<file path="src/rtl/limn2600_mem_ctrl_if.sv">
// Bus bundle for the limn2600 memory controller:
// core request/response channel plus the SRAM port.
interface limn2600_mem_ctrl_if;
    logic        req_valid;
    logic        req_ready;
    logic        req_we;
    logic [1:0]  req_size;
    logic        req_signed;
    logic [31:0] req_addr;
    logic [31:0] req_wdata;
    logic        rsp_valid;
    logic        rsp_err;
    logic [31:0] rsp_rdata;
    logic        mem_cs;
    logic        mem_we;
    logic [31:0] mem_addr;
    logic [31:0] mem_wdata;
    logic        mem_rdy;
    logic [31:0] mem_rdata;

    modport master (
        output req_valid, req_we, req_size, req_signed, req_addr, req_wdata,
        input  req_ready, rsp_valid, rsp_err, rsp_rdata,
        input  mem_cs, mem_we, mem_addr, mem_wdata,
        output mem_rdy, mem_rdata
    );

    modport slave (
        input  req_valid, req_we, req_size, req_signed, req_addr, req_wdata,
        output req_ready, rsp_valid, rsp_err, rsp_rdata,
        output mem_cs, mem_we, mem_addr, mem_wdata,
        input  mem_rdy, mem_rdata
    );
endinterface

</file>
<file path="src/rtl/limn2600_mem_ctrl.sv">
// limn2600 CPU-side memory controller: sized loads/stores onto a
// word-wide SRAM, read-modify-write for sub-word stores, with timeout.
module limn2600_mem_ctrl #(
    parameter int DATA_WIDTH = 32,
    parameter int TIMEOUT    = 16
) (
    input logic                clk,
    input logic                rst,
    limn2600_mem_ctrl_if.slave bus
);
    localparam int CW = $clog2(TIMEOUT + 1);

    typedef enum logic [2:0] {
        IDLE, RD, RD_WAIT, WR, WR_WAIT, DONE
    } state_t;

    state_t state, state_n;
    logic [CW-1:0] cnt, cnt_n;

    logic                  r_we, we_n;
    logic [1:0]            r_size, size_n;
    logic                  r_sgn, sgn_n;
    logic [1:0]            r_lane, lane_n;
    logic [DATA_WIDTH-1:0] r_wdata, wdata_n;

    logic                  req_ready_q;
    logic                  rsp_valid_q;
    logic                  rsp_err_q, err_n;
    logic [DATA_WIDTH-1:0] rsp_rdata_q, rdata_n;
    logic                  mem_cs_q;
    logic                  mem_we_q;
    logic [31:0]           mem_addr_q, addr_n;
    logic [DATA_WIDTH-1:0] mem_wdata_q, mwdata_n;

    function automatic logic misaligned(input logic [1:0] size,
                                        input logic [1:0] a);
        return (size == 2'b11) ||
               (size == 2'b01 && a[0]) ||
               (size == 2'b10 && a != 2'b00);
    endfunction

    function automatic logic [31:0] extract(input logic [31:0] w,
                                            input logic [1:0]  size,
                                            input logic [1:0]  lane,
                                            input logic        sgn);
        logic [7:0]  b;
        logic [15:0] h;
        b = 8'(w >> {lane, 3'b000});
        h = 16'(w >> {lane[1], 4'b0000});
        case (size)
            2'b00:   extract = sgn ? {{24{b[7]}}, b} : {24'h0, b};
            2'b01:   extract = sgn ? {{16{h[15]}}, h} : {16'h0, h};
            default: extract = w;
        endcase
    endfunction

    // Replace only the addressed lane(s) of the word read back from SRAM.
    function automatic logic [31:0] merge(input logic [31:0] w,
                                          input logic [31:0] d,
                                          input logic [1:0]  size,
                                          input logic [1:0]  lane);
        logic [31:0] m;
        logic [31:0] s;
        if (size == 2'b00) begin
            m = 32'h0000_00FF << {lane, 3'b000};
            s = d << {lane, 3'b000};
        end else begin
            m = 32'h0000_FFFF << {lane[1], 4'b0000};
            s = d << {lane[1], 4'b0000};
        end
        return (w & ~m) | (s & m);
    endfunction

    always_comb begin
        state_n  = state;
        cnt_n    = cnt;
        we_n     = r_we;
        size_n   = r_size;
        sgn_n    = r_sgn;
        lane_n   = r_lane;
        wdata_n  = r_wdata;
        err_n    = 1'b0;
        rdata_n  = '0;
        addr_n   = mem_addr_q;
        mwdata_n = mem_wdata_q;
        unique case (state)
            IDLE: begin
                if (bus.req_valid && req_ready_q) begin
                    we_n    = bus.req_we;
                    size_n  = bus.req_size;
                    sgn_n   = bus.req_signed;
                    lane_n  = bus.req_addr[1:0];
                    wdata_n = bus.req_wdata;
                    if (misaligned(bus.req_size, bus.req_addr[1:0])) begin
                        state_n = DONE;
                        err_n   = 1'b1;
                    end else begin
                        addr_n = {bus.req_addr[31:2], 2'b00};
                        if (bus.req_we && bus.req_size == 2'b10) begin
                            state_n  = WR;
                            mwdata_n = bus.req_wdata;
                        end else begin
                            state_n = RD;
                        end
                    end
                end
            end
            RD: begin
                state_n = RD_WAIT;
                cnt_n   = '0;
            end
            WR: begin
                state_n = WR_WAIT;
                cnt_n   = '0;
            end
            RD_WAIT: begin
                if (bus.mem_rdy) begin
                    if (r_we) begin
                        state_n  = WR;
                        mwdata_n = merge(bus.mem_rdata, r_wdata,
                                         r_size, r_lane);
                    end else begin
                        state_n = DONE;
                        rdata_n = extract(bus.mem_rdata, r_size,
                                          r_lane, r_sgn);
                    end
                end else if (cnt == CW'(TIMEOUT - 1)) begin
                    state_n = DONE;
                    err_n   = 1'b1;
                end else begin
                    cnt_n = cnt + CW'(1);
                end
            end
            WR_WAIT: begin
                if (bus.mem_rdy) begin
                    state_n = DONE;
                end else if (cnt == CW'(TIMEOUT - 1)) begin
                    state_n = DONE;
                    err_n   = 1'b1;
                end else begin
                    cnt_n = cnt + CW'(1);
                end
            end
            DONE: begin
                state_n = IDLE;
            end
            default: begin
                state_n = IDLE;
            end
        endcase
    end

    // Outputs are registered from the next state so they line up with it.
    always_ff @(posedge clk) begin
        if (rst) begin
            state       <= IDLE;
            cnt         <= '0;
            r_we        <= 1'b0;
            r_size      <= 2'b00;
            r_sgn       <= 1'b0;
            r_lane      <= 2'b00;
            r_wdata     <= '0;
            req_ready_q <= 1'b0;
            rsp_valid_q <= 1'b0;
            rsp_err_q   <= 1'b0;
            rsp_rdata_q <= '0;
            mem_cs_q    <= 1'b0;
            mem_we_q    <= 1'b0;
            mem_addr_q  <= '0;
            mem_wdata_q <= '0;
        end else begin
            state       <= state_n;
            cnt         <= cnt_n;
            r_we        <= we_n;
            r_size      <= size_n;
            r_sgn       <= sgn_n;
            r_lane      <= lane_n;
            r_wdata     <= wdata_n;
            req_ready_q <= (state_n == IDLE);
            rsp_valid_q <= (state_n == DONE);
            rsp_err_q   <= err_n;
            rsp_rdata_q <= rdata_n;
            mem_cs_q    <= (state_n == RD) || (state_n == WR);
            mem_we_q    <= (state_n == WR);
            mem_addr_q  <= addr_n;
            mem_wdata_q <= mwdata_n;
        end
    end

    assign bus.req_ready = req_ready_q;
    assign bus.rsp_valid = rsp_valid_q;
    assign bus.rsp_err   = rsp_err_q;
    assign bus.rsp_rdata = rsp_rdata_q;
    assign bus.mem_cs    = mem_cs_q;
    assign bus.mem_we    = mem_we_q;
    assign bus.mem_addr  = mem_addr_q;
    assign bus.mem_wdata = mem_wdata_q;
endmodule

</file>
<file path="src/flat_wrapper.sv">
// flat-port wrapper written by rule: the top's interface ports become plain ports
module limn2600_mem_ctrl_flat 
#(
    parameter int DATA_WIDTH = 32,
    parameter int TIMEOUT    = 16
)
  (clk, rst, bus_req_valid, bus_req_we, bus_req_size, bus_req_signed, bus_req_addr, bus_req_wdata, bus_req_ready, bus_rsp_valid, bus_rsp_err, bus_rsp_rdata, bus_mem_cs, bus_mem_we, bus_mem_addr, bus_mem_wdata, bus_mem_rdy, bus_mem_rdata);
  limn2600_mem_ctrl_if bus_i ();
  input logic clk;
  input logic rst;
  input wire logic [$bits(bus_i.req_valid)-1:0] bus_req_valid;
  input wire logic [$bits(bus_i.req_we)-1:0] bus_req_we;
  input wire logic [$bits(bus_i.req_size)-1:0] bus_req_size;
  input wire logic [$bits(bus_i.req_signed)-1:0] bus_req_signed;
  input wire logic [$bits(bus_i.req_addr)-1:0] bus_req_addr;
  input wire logic [$bits(bus_i.req_wdata)-1:0] bus_req_wdata;
  output wire logic [$bits(bus_i.req_ready)-1:0] bus_req_ready;
  output wire logic [$bits(bus_i.rsp_valid)-1:0] bus_rsp_valid;
  output wire logic [$bits(bus_i.rsp_err)-1:0] bus_rsp_err;
  output wire logic [$bits(bus_i.rsp_rdata)-1:0] bus_rsp_rdata;
  output wire logic [$bits(bus_i.mem_cs)-1:0] bus_mem_cs;
  output wire logic [$bits(bus_i.mem_we)-1:0] bus_mem_we;
  output wire logic [$bits(bus_i.mem_addr)-1:0] bus_mem_addr;
  output wire logic [$bits(bus_i.mem_wdata)-1:0] bus_mem_wdata;
  input wire logic [$bits(bus_i.mem_rdy)-1:0] bus_mem_rdy;
  input wire logic [$bits(bus_i.mem_rdata)-1:0] bus_mem_rdata;
  assign bus_i.req_valid = bus_req_valid;
  assign bus_i.req_we = bus_req_we;
  assign bus_i.req_size = bus_req_size;
  assign bus_i.req_signed = bus_req_signed;
  assign bus_i.req_addr = bus_req_addr;
  assign bus_i.req_wdata = bus_req_wdata;
  assign bus_req_ready = bus_i.req_ready;
  assign bus_rsp_valid = bus_i.rsp_valid;
  assign bus_rsp_err = bus_i.rsp_err;
  assign bus_rsp_rdata = bus_i.rsp_rdata;
  assign bus_mem_cs = bus_i.mem_cs;
  assign bus_mem_we = bus_i.mem_we;
  assign bus_mem_addr = bus_i.mem_addr;
  assign bus_mem_wdata = bus_i.mem_wdata;
  assign bus_i.mem_rdy = bus_mem_rdy;
  assign bus_i.mem_rdata = bus_mem_rdata;
  limn2600_mem_ctrl #(.DATA_WIDTH(DATA_WIDTH), .TIMEOUT(TIMEOUT)) u_core (.clk(clk), .rst(rst), .bus(bus_i));
endmodule
</file>
<file path="config.mk">
export PLATFORM = sky130hd
export DESIGN_NAME = limn2600_mem_ctrl_flat
export DESIGN_NICKNAME = d
export VERILOG_FILES = /design/src/rtl/limn2600_mem_ctrl_if.sv /design/src/rtl/limn2600_mem_ctrl.sv /design/src/flat_wrapper.sv
export SDC_FILE = /design/constraint.sdc
export NUM_CORES = 1
export LEC_CHECK = 0
export BUFFER_PORTS_ARGS = -buffer_cell sky130_fd_sc_hd__buf_2
export CORE_MARGIN = 2
export CORE_UTILIZATION = 45
export CTS_CLUSTER_SIZE = 12
export DETAILED_ROUTE_END_ITERATION = 7
export GPL_TIMING_DRIVEN = 0
export PLACE_DENSITY = 0.76
export SYNTH_ARGS = -nofsm -noshare
export SYNTH_HDL_FRONTEND = slang
export SYNTH_SLANG_ARGS = --single-unit
</file>
<file path="constraint.sdc">
create_clock -name clk -period 1.8 [get_ports clk]
set_input_delay 0.45 -clock clk [delete_from_list [all_inputs] [get_ports clk]]
set_output_delay 0.45 -clock clk [all_outputs]
set_load 0.01 [all_outputs]
</file>
# [Word-level counts from Yosys, hierarchy flattened]
# Cells that the tools add are included.
[op_classes] add_sub_neg=1 n_eq_ne=19 shifts=6 muxes=33 n_bitwise=7 n_reduce_logical=20
[ops] cell="32-bit 2-to-1 mux" count=15
[ops] cell="32-bit one-hot mux with 2 select lines" count=2
[ops] cell="32-bit AND" count=2
[ops] cell="32-bit by 5-bit << shifter with 32-bit output" count=2
[ops] cell="32-bit NOT" count=1
[ops] cell="32-bit OR" count=1
[ops] cell="16-bit by 5-bit << shifter with 32-bit output, first input constant" count=1
[ops] cell="8-bit by 5-bit << shifter with 32-bit output, first input constant" count=1
[ops] cell="32-bit by 5-bit >> shifter with 16-bit output" count=1
[ops] cell="32-bit by 5-bit >> shifter with 8-bit output" count=1
[ops] cell="3-bit 2-to-1 mux" count=6
[ops] cell="3-bit one-hot mux with 5 select lines" count=1
[ops] cell="5-bit 2-to-1 mux" count=2
[ops] cell="5-bit one-hot mux with 2 select lines" count=1
[ops] cell="3-bit by 2-bit == test with 1-bit output, second input constant" count=3
[ops] cell="2-bit inequality test, second input constant" count=4
[ops] cell="3-bit by 1-bit == test with 1-bit output, second input constant" count=2
[ops] cell="3-bit == test, second input constant" count=2
[ops] cell="3-bit zero test" count=2
[ops] cell="2-bit by 1-bit inequality test with 1-bit output, second input constant" count=3
[ops] cell="3-bit AND reduction" count=2
[ops] cell="6-bit AND reduction" count=1
[ops] cell="2-bit nonzero test" count=3
[ops] cell="5-bit by 1-bit adder with 5-bit output, second input constant" count=1
[ops] cell="other kinds (13)" count=26
[totals] register_bits=145 input_bits=104 output_inout_bits=101 elab_cells=101

# [Depth between registers and ports, before layout]
[depth] ltp_word=11 mapped_depth=7 mapped_depth_nobuf=7

# [Worst setup path after synthesis]
# OpenSTA, ideal clock, no wires.
[synth_timing] path_type="register -> register" from="reg u_core.cnt[0]" to="reg u_core.cnt[1]" setup_ns=0.117 arrival_time_ns=1.639 required_time_ns=1.683 setup_slack_ns=0.043 path_stages_with_launch=8 n_path_buf=0 period_less_slack_ns=1.757 path_cell_list="dfxtp_1 > ha_1 > and3_1 > ha_1 > nor2_1 > o21ai_0 > and2_1 > a32o_1"
[synth_between] elab_chain_cells=4 word_cells_on_any_way=7 classes_between="add/sub (1); eq/ne (2); mux (3); reduce/logical (1)"
[synth_lines] item="start, declared" line_no="limn2600_mem_ctrl.sv:18" rtl="logic [CW-1:0] cnt, cnt_n;"
[synth_lines] item="start signal, assigned" line_no="limn2600_mem_ctrl.sv:173" rtl="cnt <= cnt_n;"
[synth_lines] item="5-bit by 1-bit adder with 5-bit output" line_no="limn2600_mem_ctrl.sv:131, limn2600_mem_ctrl.sv:141"
[synth_lines] item="5-bit 2-to-1 mux" line_no="limn2600_mem_ctrl.sv:127, limn2600_mem_ctrl.sv:137"
[synth_lines] item="5-bit 2-to-1 mux" line_no="limn2600_mem_ctrl.sv:135" rtl="if (bus.mem_rdy) begin"
[synth_lines] item="5-bit one-hot mux with 2 select lines" line_no="limn2600_mem_ctrl.sv:86" rtl="unique case (state)"
# Parallel ways exist; a longest one is shown, timed or not. The select of a mux whose other input is x is not followed.
# A chain may end at the register's enable or synchronous reset.

# [Worst setup path after layout]
[layout_timing] from="reg u_core.r_lane[1]" to="reg u_core.rsp_rdata_q[11], in the netlist u_core.bus.rsp_rdata[11]"
[layout_between] elab_chain_cells=3 word_cells_on_any_way=5 classes_between="shift (2); mux (3)"
[layout_lines] item="start, declared" line_no="limn2600_mem_ctrl.sv:23" rtl="logic [1:0] r_lane, lane_n;"
[layout_lines] item="start signal, assigned" line_no="limn2600_mem_ctrl.sv:177" rtl="r_lane <= lane_n;"
[layout_lines] item="32-bit by 5-bit >> shifter with 16-bit output / 32-bit by 5-bit >> shifter with 8-bit output (equally long branches)" line_no="limn2600_mem_ctrl.sv:49, limn2600_mem_ctrl.sv:48"
[layout_lines] item="32-bit 2-to-1 mux (on tied branches)" line_no="limn2600_mem_ctrl.sv:52, limn2600_mem_ctrl.sv:51"
[layout_lines] item="32-bit one-hot mux with 2 select lines (*)" line_no="limn2600_mem_ctrl.sv:50" rtl="case (size)"
[layout_lines] item="end signal, assigned" line_no="limn2600_mem_ctrl.sv:182" rtl="rsp_rdata_q <= rdata_n;"
[layout_lines] item="end, declared" line_no="limn2600_mem_ctrl.sv:29" rtl="logic [DATA_WIDTH-1:0] rsp_rdata_q, rdata_n;"
# Mark *: on every way between the ends. The rest lies on a longest branch, timed or not.

==> results.py <==
metrics = {
    "global_routing": {
        "first_global_vias": 5811,
        "antenna_found_initial": 2,
        "grt_pass1_wl_mm": 29.6,
        "grt_max_degree": 17,
        "overflow": 0,
        "grtUsageTotal_pct": 26.4,
    },
    "synthesis": {
        "ys.flop_type": "dfxtp_1",
        "ys_ff_latch": 129,
        "netlist_area_um2": 6020,
        "synthTopCellsByArea": "dfxtp_1 (43%), a21oi_1 (6.7%), nand2_1 (6.4%)",
        "yosysTopAreaCellShare_pct": 42.9,
        "synth_edf_count": 0,
        "yosysSeqAreaShare_pct": 42.9,
        "ys_warn_count": 0,
        "synth_top_cell_by_area": "dfxtp_1",
        "synth_cell_types": 55,
        "yosys-top-cells-count": "dfxtp_1 (129), nand2_1 (103), a21oi_1 (80), o21ai_0 (60), clkbuf_1 (44)",
        "yosysMostFrequentCell": "dfxtp_1",
        "synthCells": 713,
        "async_flop_share_pct": 0,
        "avgSynthCellArea_um2": 8.44,
    },
    "sta": {
        "fin_skew_ns": 0.0105,
        "final_hold_viol_count": 0,
        "slew_headroom_pct": 57.3,
        "fin_ws_ns": -0.0268,
        "rsz0062_at_grt": "yes",
        "period_needed_ns": 1.83,
        "max_freq_mhz": 547,
        "fin_crit_sh_pct": 101,
        "maxSlewViolCount": 0,
        "worst_pin_slew_ns": 0.640,
        "setup_violations": 2,
    },
    "final_layout": {
        "final_cell_area_um2": 8060,
        "nets": 1046,
        "drive_above_1_share_pct": 34.2,
        "syn2layout_area_growth_pct": 33.9,
        "n_antenna_cell": 0,
        "fill_cells": 1197,
    },
    "floorplanning": {
        "start_util_pct": 45.8,
        "die_h_um": 120,
        "dieWidth_um": 120,
        "dieArea_um2": 14300,
        "ios": 205,
        "core_um2": 13100,
        "rows": 42,
    },
    "critical_path": {
        "worst-setup-path-type": "flop to flop",
        "arrival_ns": 2.15,
        "critPathMaxFanout": 10,
        "end_kind": "flop",
        "cp-start-kind": "flop",
        "required_ns": 2.12,
    },
    "clock_tree": {
        "clk_pin_slew_worst_paths_ns": 0.06,
        "cts_tree": "yes",
        "clk_latency_ns": 0.42,
        "cts_buffers": 17,
        "clock-sinks": 129,
        "cts_root_buf": "clkbuf_16",
        "ctsHtreeMaxLevel": 4,
        "holdBufCountCts": 0,
        "cts_buffer_depth": 2,
    },
    "routing": {
        "avgRoutedWirePerCell_um": 17.0,
        "drtAntennaViolNets": 0,
        "wl_mm": 19.2,
        "drc": 0,
        "vias_per_cell": 5.58,
        "drt_iter0_markers": 570,
        "vias": 6293,
        "first_pass_iters": 5,
    },
    "power_and_ir_drop": {
        "peakVddDrop_uv": 713,
        "p_leak_nw": 3.67,
        "power_density_nw_per_um2": 1150,
        "total_power_w": 0.00930,
    },
    "place": {
        "gp_congestion": 0.922,
        "place_area_um2": 7250,
        "dpl.hpwl_mm": 14.2,
        "place.port_buffers": 201,
    },
    "run_status": {
        "violations": "setup timing",
        "outcome": "complete, but fails checks",
    },
    "run": {
        "maxCapViolations": 0,
    },
    "hold_path": {
        "min_path_type": "input port to flop",
    },
}
where the power goes:
group          internal (W)  total (W)  switching (W)
sequential          0.00306    0.00320       0.000135
clock               0.00233    0.00358        0.00125
combinational      0.000891    0.00252        0.00162
path summary, 6_finish.rpt:
| check | from | end | slack (ns) | cells past startpoint |
|---|---|---|---|---|
| worst max register to register | u_core.r_lane[1] | u_core.bus.rsp_rdata[11] | -0.03 | 6 |
| worst min-delay path | bus_req_addr[6] | u_core.bus.mem_addr[6] | 0.26 | 3 |
| worst min register to register | u_core.r_wdata[10] | u_core.r_wdata[10] | 0.46 | 2 |
| worst max-delay path | u_core.r_lane[1] | u_core.bus.rsp_rdata[11] | -0.03 | 6 |
metrics by stage:
stage / TNS, ns / hold slack, ns / setup slack, ns / utilization [%] / cells
final: -0.0343 / 0.257 / -0.0268 / 61.3 / 1128
after global routing: -1.04 / 0.259 / -0.107 / 61.3 / 1128
after CTS: 0 / 0.249 / 0.000988 / 60.3 / 1122
after detailed placement: -16.70 / 0.445 / -0.307 / 55.2 / 1091
after global placement: -15.88 / 0.440 / -0.335 / 55.2 / 1091
after floorplan: 0 / 0.431 / 0.0434 / - / 714
layout make-up:
type	instances	area, µm²	area share [%]
Multi-Input combinational cell	495	3140	39.0
Sequential cell	129	2580	32.1
Timing Repair Buffer	208	1060	13.1
Clock buffer	20	447	5.54
Buffer	70	374	4.64
Tap cell	176	220	2.73
Clock inverter	11	163	2.02
Inverter	19	72.6	0.901
worst max-delay path, stage by stage (launching register included):
cell and delay (ns):
dfxtp_1 0.30, clkbuf_4 0.18, buf_4 0.19, buf_2 0.18, o21ai_0 0.44, nand2_1 0.14
a221oi_2 0.29
repair_timing:
action / CTS / global route
gates cloned: 0 / 1
setup endpoints to repair: 37 / 82
pin swaps: 2 / 6
setup buffers: 1 / 5
gates resized for setup: 19 / 58
registers in the layout, indices dropped and copies added (netlist names):
| name | cells |
|---|---|
| u_core.cnt | 5 |
| u_core.r_sgn | 1 |
| u_core.bus.req_ready | 1 |
| u_core.bus.mem_wdata | 32 |
| u_core.bus.rsp_rdata | 32 |
| u_core.state | 3 |
| u_core.r_wdata | 16 |
| u_core.r_size | 2 |
| u_core.r_lane | 2 |
| u_core.r_we | 1 |
| u_core.bus.mem_we | 1 |
| u_core.bus.rsp_err | 1 |
| u_core.bus.mem_cs | 1 |
| u_core.bus.rsp_valid | 1 |
| u_core.bus.mem_addr | 30 |
routing by layer:
| metal | GRT usage, % | vias up | part of all wire, % |
|---|---|---|---|
| li1 | - | 2995 | - |
| met1 | 31.4 | 2880 | 40 |
| met2 | 43.7 | 354 | 47 |
| met3 | 7.51 | 62 | 9.1 |
| met4 | 13.3 | 2 | 4.0 |
| met5 | 0 | - | 0.068 |
placed cells by master, fill, tap and decap left out, types with 9 or more instances in the layout:
| cell type | instances |
|---|---|
| a21o_1 | 9 |
| a21oi_1 | 80 |
| a311oi_1 | 16 |
| buf_2 | 216 |
| buf_4 | 13 |
| clkbuf_1 | 28 |
| clkbuf_16 | 17 |
| clkbuf_2 | 15 |
| dfxtp_1 | 127 |
| inv_1 | 18 |
| mux2i_1 | 35 |
| nand2_1 | 103 |
| nor2_1 | 38 |
| nor2b_1 | 20 |
| nor3_1 | 15 |
| o21ai_0 | 58 |
| o221ai_1 | 15 |
cell families after synthesis:
logic type                 Yosys count  share of synthesized area, %
other                                1                        0.0623
DFF                                129                          42.9
and+or+nand+nor                    216                          16.6
adders and majority gates            2                         0.416
buffers and inverters               90                          6.66
xor gates and xnor gates             1                         0.146
AOI/OAI and AO/OA                  231                          25.7
muxes                               43                          7.51
Note: power is estimated with default switching activity, not from simulation.
